`src/rtl/digit_entry_buffer.sv`:
```
// digit_entry_buffer
//   Digit stack for the seven-segment front end. Debounced one-cycle strobes
//   push, backspace (pop), clear and commit a DIGITS-deep stack of DIGIT_W-bit
//   digits. The newest digit sits in number[DIGIT_W-1:0].
//
//   Ports:
//     clk          system clock, rising edge
//     RESET        synchronous active-high reset, overrides every strobe
//     push/pop     append din / remove newest digit; both together edits in place
//     clear        empty the buffer (wins over push/pop)
//     commit       latch the pre-edge number into value
//     din          digit to append
//     number       live buffer (registered)
//     an_mask      active-low occupancy mask, bit i = 0 iff slot i occupied
//     count        occupied slots 0..DIGITS
//     full/empty   combinational decode of count
//     value        last committed number
//     value_valid  one-cycle pulse the cycle after commit
//     overflow     one-cycle pulse: push while full
//     underflow    one-cycle pulse: pop while empty
//
//   Optional build macro DIGIT_ENTRY_BCD_CHECK_EN: pushes (and edits) with
//   din > 9 are rejected and pulse the extra output bad_digit.
//
//   FULL_MODE: 0 = push while full drops the oldest digit, 1 = push rejected.

module digit_entry_buffer #(
  parameter int DIGIT_W   = 4,
  parameter int DIGITS    = 8,
  parameter int FULL_MODE = 0
) (
  input  logic                        clk,
  input  logic                        RESET,
  input  logic                        push,
  input  logic                        pop,
  input  logic                        clear,
  input  logic                        commit,
  input  logic [DIGIT_W-1:0]          din,
  output logic [DIGIT_W*DIGITS-1:0]   number,
  output logic [DIGITS-1:0]           an_mask,
  output logic [$clog2(DIGITS+1)-1:0] count,
  output logic                        full,
  output logic                        empty,
  output logic [DIGIT_W*DIGITS-1:0]   value,
  output logic                        value_valid,
  output logic                        overflow,
  output logic                        underflow
`ifdef DIGIT_ENTRY_BCD_CHECK_EN
  ,
  output logic                        bad_digit
`endif
);

  localparam int NW = DIGIT_W * DIGITS;
  localparam int CW = $clog2(DIGITS + 1);

  logic [NW-1:0]     number_q, number_d;
  logic [NW-1:0]     value_q, value_d;
  logic [CW-1:0]     count_q, count_d;
  logic [DIGITS-1:0] mask_q, mask_d;
  logic              vv_q, vv_d;
  logic              ovf_q, ovf_d;
  logic              unf_q, unf_d;
  logic              bad_q, bad_d;
  logic              full_c, empty_c;
  logic              digit_ok;

  assign full_c  = (count_q == CW'(DIGITS));
  assign empty_c = (count_q == '0);

`ifdef DIGIT_ENTRY_BCD_CHECK_EN
  // Narrow digits cannot encode a non-BCD value, so the check is moot there.
  assign digit_ok = (DIGIT_W < 4) || (din <= DIGIT_W'(9));
`else
  assign digit_ok = 1'b1;
`endif

  always_comb begin
    number_d = number_q;
    count_d  = count_q;
    ovf_d    = 1'b0;
    unf_d    = 1'b0;
    bad_d    = 1'b0;

    if (clear) begin
      number_d = '0;
      count_d  = '0;
    end else if (push && pop && !empty_c) begin
      // Edit in place: replace the newest digit, occupancy unchanged.
      if (digit_ok) number_d[DIGIT_W-1:0] = din;
      else          bad_d = 1'b1;
    end else if (push) begin
      // Also covers push+pop on an empty buffer.
      if (!digit_ok) begin
        bad_d = 1'b1;
      end else if (!full_c) begin
        number_d = (number_q << DIGIT_W) | NW'(din);
        count_d  = count_q + CW'(1);
      end else begin
        ovf_d = 1'b1;
        if (FULL_MODE == 0) number_d = (number_q << DIGIT_W) | NW'(din);
      end
    end else if (pop) begin
      if (!empty_c) begin
        number_d = number_q >> DIGIT_W;
        count_d  = count_q - CW'(1);
      end else begin
        unf_d = 1'b1;
      end
    end

    // Commit sees the pre-edge buffer, independent of this cycle's edit.
    value_d = commit ? number_q : value_q;
    vv_d    = commit;

    mask_d = '1;
    for (int i = 0; i < DIGITS; i++) begin
      mask_d[i] = (CW'(i) >= count_d);
    end
  end

  always_ff @(posedge clk) begin
    if (RESET) begin
      number_q <= '0;
      value_q  <= '0;
      count_q  <= '0;
      mask_q   <= '1;
      vv_q     <= 1'b0;
      ovf_q    <= 1'b0;
      unf_q    <= 1'b0;
      bad_q    <= 1'b0;
    end else begin
      number_q <= number_d;
      value_q  <= value_d;
      count_q  <= count_d;
      mask_q   <= mask_d;
      vv_q     <= vv_d;
      ovf_q    <= ovf_d;
      unf_q    <= unf_d;
      bad_q    <= bad_d;
    end
  end

  assign number      = number_q;
  assign value       = value_q;
  assign count       = count_q;
  assign an_mask     = mask_q;
  assign full        = full_c;
  assign empty       = empty_c;
  assign value_valid = vv_q;
  assign overflow    = ovf_q;
  assign underflow   = unf_q;

`ifdef DIGIT_ENTRY_BCD_CHECK_EN
  assign bad_digit = bad_q;
`else
  logic unused_bad;
  assign unused_bad = bad_q ^ bad_d;
`endif

endmodule

```
`config.mk`:
```
export PLATFORM = sky130hd
export DESIGN_NAME = digit_entry_buffer
export DESIGN_NICKNAME = d
export VERILOG_FILES = /design/src/rtl/digit_entry_buffer.sv
export SDC_FILE = /design/constraint.sdc
export NUM_CORES = 1
export LEC_CHECK = 0
export ABC_AREA = 0
export CELL_PAD_IN_SITES_DETAIL_PLACEMENT = 1
export CELL_PAD_IN_SITES_GLOBAL_PLACEMENT = 1
export CORE_MARGIN = 2
export CORE_UTILIZATION = 31
export CTS_CLUSTER_SIZE = 40
export DETAILED_ROUTE_END_ITERATION = 7
export PLACE_DENSITY_LB_ADDON = 0.1
export SKIP_LAST_GASP = 1
export SYNTH_ARGS = -nofsm -noshare
export SYNTH_HDL_FRONTEND = slang
export SYNTH_SLANG_ARGS = --single-unit
```
`constraint.sdc`:
```
create_clock -name clk -period 1.87 [get_ports clk]
set_input_delay 0.187 -clock clk [delete_from_list [all_inputs] [get_ports clk]]
set_output_delay 0.187 -clock clk [all_outputs]
set_load 0.02 [all_outputs]
```
==> results.py, run 1 <==
metrics = {
    "outcome": {
        "outcome": "completed",
    },
    "timing": {
        "setup_viol": 0,
        "skew_ps": 5.71,
        "layout_setup_ws_ps": 43.7,
        "finalHoldViolations": 0,
        "tightest_slew_ps": 402,
        "finalCriticalPeriod_ps": 1830,
        "slew-limit-headroom": 0.732,
        "final.period_utilization": 0.977,
        "fmax_mhz": 548,
        "rsz0062_at_grt": "true",
        "report.final.slew_viol_count": 0,
    },
    "critical_path": {
        "cp_cell_sequence": "inv_4 -> ha_4 -> or3b_4 -> inv_2 -> nor4b_2 -> a211oi_4 -> nand3_2 -> a211oi_2",
        "worstPathArrival_ps": 2110,
        "crit_slowest_cell": "or3b_4",
        "worst-setup-path-type": "register to register",
        "regToRegStartpoint": "count[0]",
        "cp_slowest_stage_delay_ps": 420,
        "reg2reg_slack_ps": 40,
        "cp-end-kind": "register",
        "r2r_cells": 8,
        "cp.required_ps": 2150,
        "timing.rr.end": "an_mask[0]",
        "worstSetupStartpointType": "register",
        "crit_fanout": 6,
    },
    "cells_and_area": {
        "diodes": 0,
        "multi_input_area_sq_mm": 0.00144,
        "fin_cells": 568,
        "seq_area_sq_mm": 0.00159,
        "final_util": 0.469,
        "n_fill_cell": 1127,
        "syn_to_final_growth_pct": 48.0,
        "drive_above_1_share": 0.184,
        "final_nets": 442,
    },
    "synthesis": {
        "avgSynthCellArea_sq_um": 9.60,
        "ys_async_sr_fraction": 0,
        "synth_edf_count": 0,
        "synth.most_common_cell": "dfxtp_1",
        "syn-num-nets": 333,
        "mappedNetlistArea_sq_mm": 0.00308,
        "synth_top_flop_cell": "dfxtp_1",
        "ys_ff_latch": 79,
        "netlist_top_cells_count": "dfxtp_1, nor2_1, mux2i_1",
        "yosysTopAreaCell": "dfxtp_1",
        "synth_top_area_share": 0.513,
        "yosys_warnings": 0,
        "synthTopCellsByArea": "dfxtp_1, mux2i_1, nor2_1",
        "yosysSeqAreaShare": 0.513,
        "synth_cells": 321,
        "ys_types": 36,
    },
    "route": {
        "routed_wl_mm": 9.12,
        "dr.pass1.iters": 4,
        "met3_length_um": 309,
        "post-route-drc-count": 0,
        "ant_nets": 0,
        "first_iter_violations": 128,
        "vias": 2772,
        "met1_length_mm": 4.40,
        "top_layer": "met4",
        "wl_met2_mm": 4.24,
        "vias_per_cell": 4.88,
        "wl_per_cell_um": 16.1,
    },
    "hold_path": {
        "min_path_type": "input port to register",
        "hold_end": "value[0]",
        "whs_path_depth": 4,
        "min-delay-start": "commit",
    },
    "global_routing": {
        "grt_max_degree": 36,
        "grt_pass1_vias": 2791,
        "grt_usage": 0.175,
        "grt_antenna_before_repair": 0,
        "grt_pass1_wl_mm": 15.1,
        "gr-total-overflow": 0,
    },
    "power": {
        "power_leakage_nw": 1.82,
        "pwr_density_cell_mw_per_mm2": 815,
        "peakVddDrop_mv": 0.351,
    },
    "die": {
        "ios": 91,
        "start_util": 0.317,
        "die_h_um": 104,
        "die-area_sq_mm": 0.0108,
        "core_area_sq_mm": 0.00973,
        "rows": 36,
        "die_x_um": 104,
    },
    "clock_network": {
        "clk_path_buf_depth": 2,
        "holdBufCountCts": 0,
        "cts-root-buf": "clkbuf_8",
        "cts_buffers": 9,
        "insertion_delay_ps": 360,
        "h-tree-depth": 3,
        "clkTransAtPathRegs_ps": 80,
        "clkSinkCount": 79,
        "cts_tree": "done",
    },
    "placed_design": {
        "dpl.cell_count": 552,
        "io_buffers": 90,
        "dp_slack_ps": -181,
        "gp_congestion": 0.755,
        "hpwl_mm": 6.35,
    },
    "flow_run": {
        "maxCapViolCount": 0,
    },
}
[critical path: cells and delay by family (launching register included)]
family	cells	cell delay, ps
AND/OR/NAND/NOR	3	620
AO/OA/AOI/OAI	2	500
flip-flops	1	360
buffers and inverters	2	160
adder cells (fa/ha/maj)	1	120
[placed cells by master (no fill, tap or decap), drive strengths merged, types with 2 or more instances in the layout]
cell type,count
a211oi,5
clkinv,4
inv,6
o22ai,20
nor2,68
a21oi,9
nor3,23
clkdlybuf4s50,87
nand2,11
nor2b,3
mux2i,37
dfxtp,79
or2,3
mux2,4
a22oi,8
clkbuf,11
nand3,3
nand2b,2
ha,2
buf,35
[layer usage]
| metal | vias up | global-route usage |
|---|---|---|
| met5 | - | 0 |
| li1 | 1333 | - |
| met2 | 62 | 0.279 |
| met1 | 1365 | 0.235 |
| met3 | 12 | 0.0302 |
| met4 | 0 | 0.0753 |
[sequential cells by signal, indices dropped and copies added (netlist names)]
register / count
overflow: 1
value: 32
count: 4
an_mask: 8
number: 32
underflow: 1
value_valid: 1
[metrics by stage]
stage / setup TNS [ps] / total power (W) / area, sq um / hold slack, ps
3_5_place_dp: -1700 / 0.00253 / 4320 / 485
2_1_floorplan: -461 / 0.00223 / 3100 / 311
4_1_cts: -14.5 / 0.00375 / 4520 / 327
3_3_place_gp: -514 / 0.00251 / 4320 / 473
6_report: 0 / 0.00372 / 4560 / 356
5_1_grt: -53.0 / 0.00390 / 4560 / 344
[report_power, final]
part / total [W] / internal (W) / switching [W]
registers: 0.00180 / 0.00174 / 0.0000581
clock network: 0.00121 / 0.000559 / 0.000648
logic: 0.000709 / 0.000330 / 0.000380
[worst max path at each step]
stage	start	end	cells past startpoint
detailed placement	count[0]	an_mask[0]	9
global placement	pop	an_mask[2]	8
finish	count[0]	an_mask[0]	8
CTS	count[0]	empty	5
floorplan	count[0]	an_mask[6]	8
global route	count[0]	an_mask[0]	8
[timing repair]
item | 4_1_cts | 5_1_grt
buffers inserted | 1 | 0
setup endpoints to repair | 15 | 36
hold endpoints to repair | 0 | 0
pin swaps | 0 | 5
resized for setup | 11 | 14
[cells by family after synthesis]
kind of cell	share of synthesized area
adders and majority gates	0.00812
xor gates and xnor gates	0.00284
muxes	0.135
buffers and inverters	0.0435
DFF	0.513
and+or+nand+nor	0.180
AOI/OAI and AO/OA	0.117
[cell type report]
class / count / share of cell area
clock buffer: 11 / 0.0335
timing repair buffer: 122 / 0.254
tap: 133 / 0.0365
multi-input combinational: 212 / 0.315
clock inverter: 5 / 0.00686
inverter: 6 / 0.00549
sequential: 79 / 0.349
(Power assumes the default switching activity.)
==> run 2: changes to the inputs <==
--- a/config.mk
+++ b/config.mk
@@ -13,6 +13,7 @@
 export CTS_CLUSTER_SIZE = 40
 export DETAILED_ROUTE_END_ITERATION = 7
 export PLACE_DENSITY_LB_ADDON = 0.1
+export REMOVE_ABC_BUFFERS = 1
 export SKIP_LAST_GASP = 1
 export SYNTH_ARGS = -nofsm -noshare
 export SYNTH_HDL_FRONTEND = slang
==> run 2 against run 1 <==
Core utilization increased by 0.94 points. Critical path type unchanged. Largest cell class unchanged. Final area increased by 2.0%. The run now ends with negative setup slack left. First-iteration DRC count decreased by 43%. Highest routed layer unchanged. Non-clock buffer count increased by 6. Critical path depth unchanged. Clock-buffer cell count increased by 1. Sequential power about the same.
==> results.py, run 2 (same netlist as run 1, synthesis figures left out) <==
metrics = {
    "outcome": {
        "outcome": "finished, violations left",
        "violations": "negative setup slack",
    },
    "die": {
        "die_h_um": 104,
        "die-area_sq_mm": 0.0108,
        "rows": 36,
        "start_util": 0.317,
        "die_x_um": 104,
        "ios": 91,
        "core_area_sq_mm": 0.00973,
    },
    "timing": {
        "slew-limit-headroom": 0.692,
        "fmax_mhz": 514,
        "finalHoldViolations": 0,
        "tightest_slew_ps": 460,
        "finalCriticalPeriod_ps": 1950,
        "report.final.slew_viol_count": 0,
        "final.period_utilization": 1.04,
        "tns_ps": -115,
        "rsz0062_at_grt": "true",
        "layout_setup_ws_ps": -75.8,
        "skew_ps": 6.53,
        "setup_viol": 3,
    },
    "critical_path": {
        "worst-setup-path-type": "register to register",
        "crit_fanout": 6,
        "worstSetupStartpointType": "register",
        "crit_slowest_cell": "a211oi_1",
        "cp-end-kind": "register",
        "cp_cell_sequence": "buf_4 -> buf_4 -> ha_1 -> nand3b_1 -> o211ai_1 -> a211oi_1 -> nor3b_2 -> a21oi_1",
        "cp.required_ps": 2090,
        "critPathBufInv": 2,
        "cp_common_cell": "buf_4",
        "cp_slowest_stage_delay_ps": 450,
        "critical-path-top-delay-family": "compound AO/OA/AOI/OAI gates",
        "worstPathArrival_ps": 2160,
    },
    "power": {
        "combPwrFrac": 0.201,
        "p_int_w": 0.00275,
        "pwr_density_cell_mw_per_mm2": 813,
        "power.share.clock": 0.323,
        "seqPwrFrac": 0.476,
        "swShare": 0.273,
        "power.total_w": 0.00378,
        "peakVddDrop_mv": 0.303,
        "p_sw_w": 0.00103,
        "power_leakage_nw": 1.85,
    },
    "placed_design": {
        "gp_congestion": 0.783,
        "io_buffers": 90,
        "hpwl_mm": 6.26,
    },
    "clock_network": {
        "clkSinkCount": 79,
        "insertion_delay_ps": 330,
        "clk_path_buf_depth": 2,
        "cts_tree": "done",
        "clkTransAtPathRegs_ps": 80,
        "h-tree-depth": 3,
        "holdBufCountCts": 0,
        "cts_buffers": 9,
        "cts-root-buf": "clkbuf_8",
    },
    "route": {
        "first_iter_violations": 73,
        "ant_nets": 0,
        "vias_per_cell": 4.82,
        "post-route-drc-count": 0,
        "vias": 2767,
        "dr.pass1.iters": 4,
        "routed_wl_mm": 9.29,
        "wl_per_cell_um": 16.2,
    },
    "cells_and_area": {
        "diodes": 0,
        "drive_above_1_share": 0.211,
        "syn_to_final_growth_pct": 51.0,
        "n_fill_cell": 1121,
        "final_nets": 448,
        "layout_commonest_cell": "clkdlybuf4s50_1",
        "layout_common_cells": "clkdlybuf4s50_1, dfxtp_1, nor2_1",
    },
    "global_routing": {
        "grt_pass1_wl_mm": 15.1,
        "top_usage_layer": "met2",
        "grt_max_degree": 35,
        "use_met2": 0.290,
        "gr-total-overflow": 0,
        "grt_pass1_vias": 2889,
        "met1_usage": 0.228,
        "grt_usage": 0.172,
        "use_met3": 0.0271,
        "grt_antenna_before_repair": 0,
    },
    "hold_path": {
        "min_path_type": "input port to register",
    },
    "flow_run": {
        "maxCapViolCount": 0,
    },
}
## run 2: changes by cell type in the layout (fill, tap and decap cells not counted), moves of 3 or more
cell,delta
a22oi_1,-4
a21oi_1,-3
a21oi_2,+3
a22oi_2,+4
nand2_1,-4
nand2_2,+3
## run 2: stage by stage
stage / hold slack (ps) / std cells / area [sq um] / util / setup WS (ps)
after floorplan: 259 / 297 / 2970 / - / -675
after global placement: 472 / 550 / 4270 / 0.439 / -183
after detailed placement: 480 / 550 / 4270 / 0.439 / -247
after CTS: 344 / 569 / 4520 / 0.465 / -87.3
after global routing: 385 / 574 / 4650 / 0.478 / -146
final: 356 / 574 / 4650 / 0.478 / -75.8
## run 2: cell type report
type | count | area [sq um] | share of cell area
Clock inverter | 4 | 45.0 | 0.00969
Inverter | 6 | 22.5 | 0.00484
Clock buffer | 12 | 145 | 0.0312
Timing Repair Buffer | 128 | 1230 | 0.264
Multi-Input combinational cell | 212 | 1460 | 0.314
Tap cell | 133 | 166 | 0.0358
Sequential cell | 79 | 1580 | 0.341
## run 2: per-layer routing
layer,up-vias,wire length (um)
met2,61,4680
met4,0,55
li1,1348,-
met1,1354,4260
met3,4,304
met5,-,0
## run 2: worst register-to-register path, delay by kind of cell, from the launching register on
kind | cells | cell delay, ps
flip-flops | 1 | 330
AND/OR/NAND/NOR | 2 | 390
adder cells (fa/ha/maj) | 1 | 210
AO/OA/AOI/OAI | 3 | 630
buffers and inverters | 2 | 270
## run 2: final timing paths
path                                from          to  slack (ps)  cells after the start
worst max-delay path            count[0]  an_mask[6]         -80                      8
worst min-delay path              commit   value[25]         360                      3
worst max register to register  count[0]  an_mask[6]         -80                      8
worst min register to register  value[0]    value[0]         490                      2
## run 2: timing repair
item | 4_1_cts | 5_1_grt
gates cloned | 1 | 2
endpoints found under the setup margin | 42 | 44
resized for setup | 17 | 25
buffers inserted | 2 | 3
pin swaps | 7 | 10
## run 2: power by group through the flow
stage	clock, W	sequential [W]	combinational, W
after global routing	0.00135	0.00181	0.000822
final	0.00122	0.00180	0.000759
after floorplan	0	0.00190	0.000268
after CTS	0.00128	0.00180	0.000703
after global placement	0	0.00184	0.000662
after detailed placement	0	0.00184	0.000674
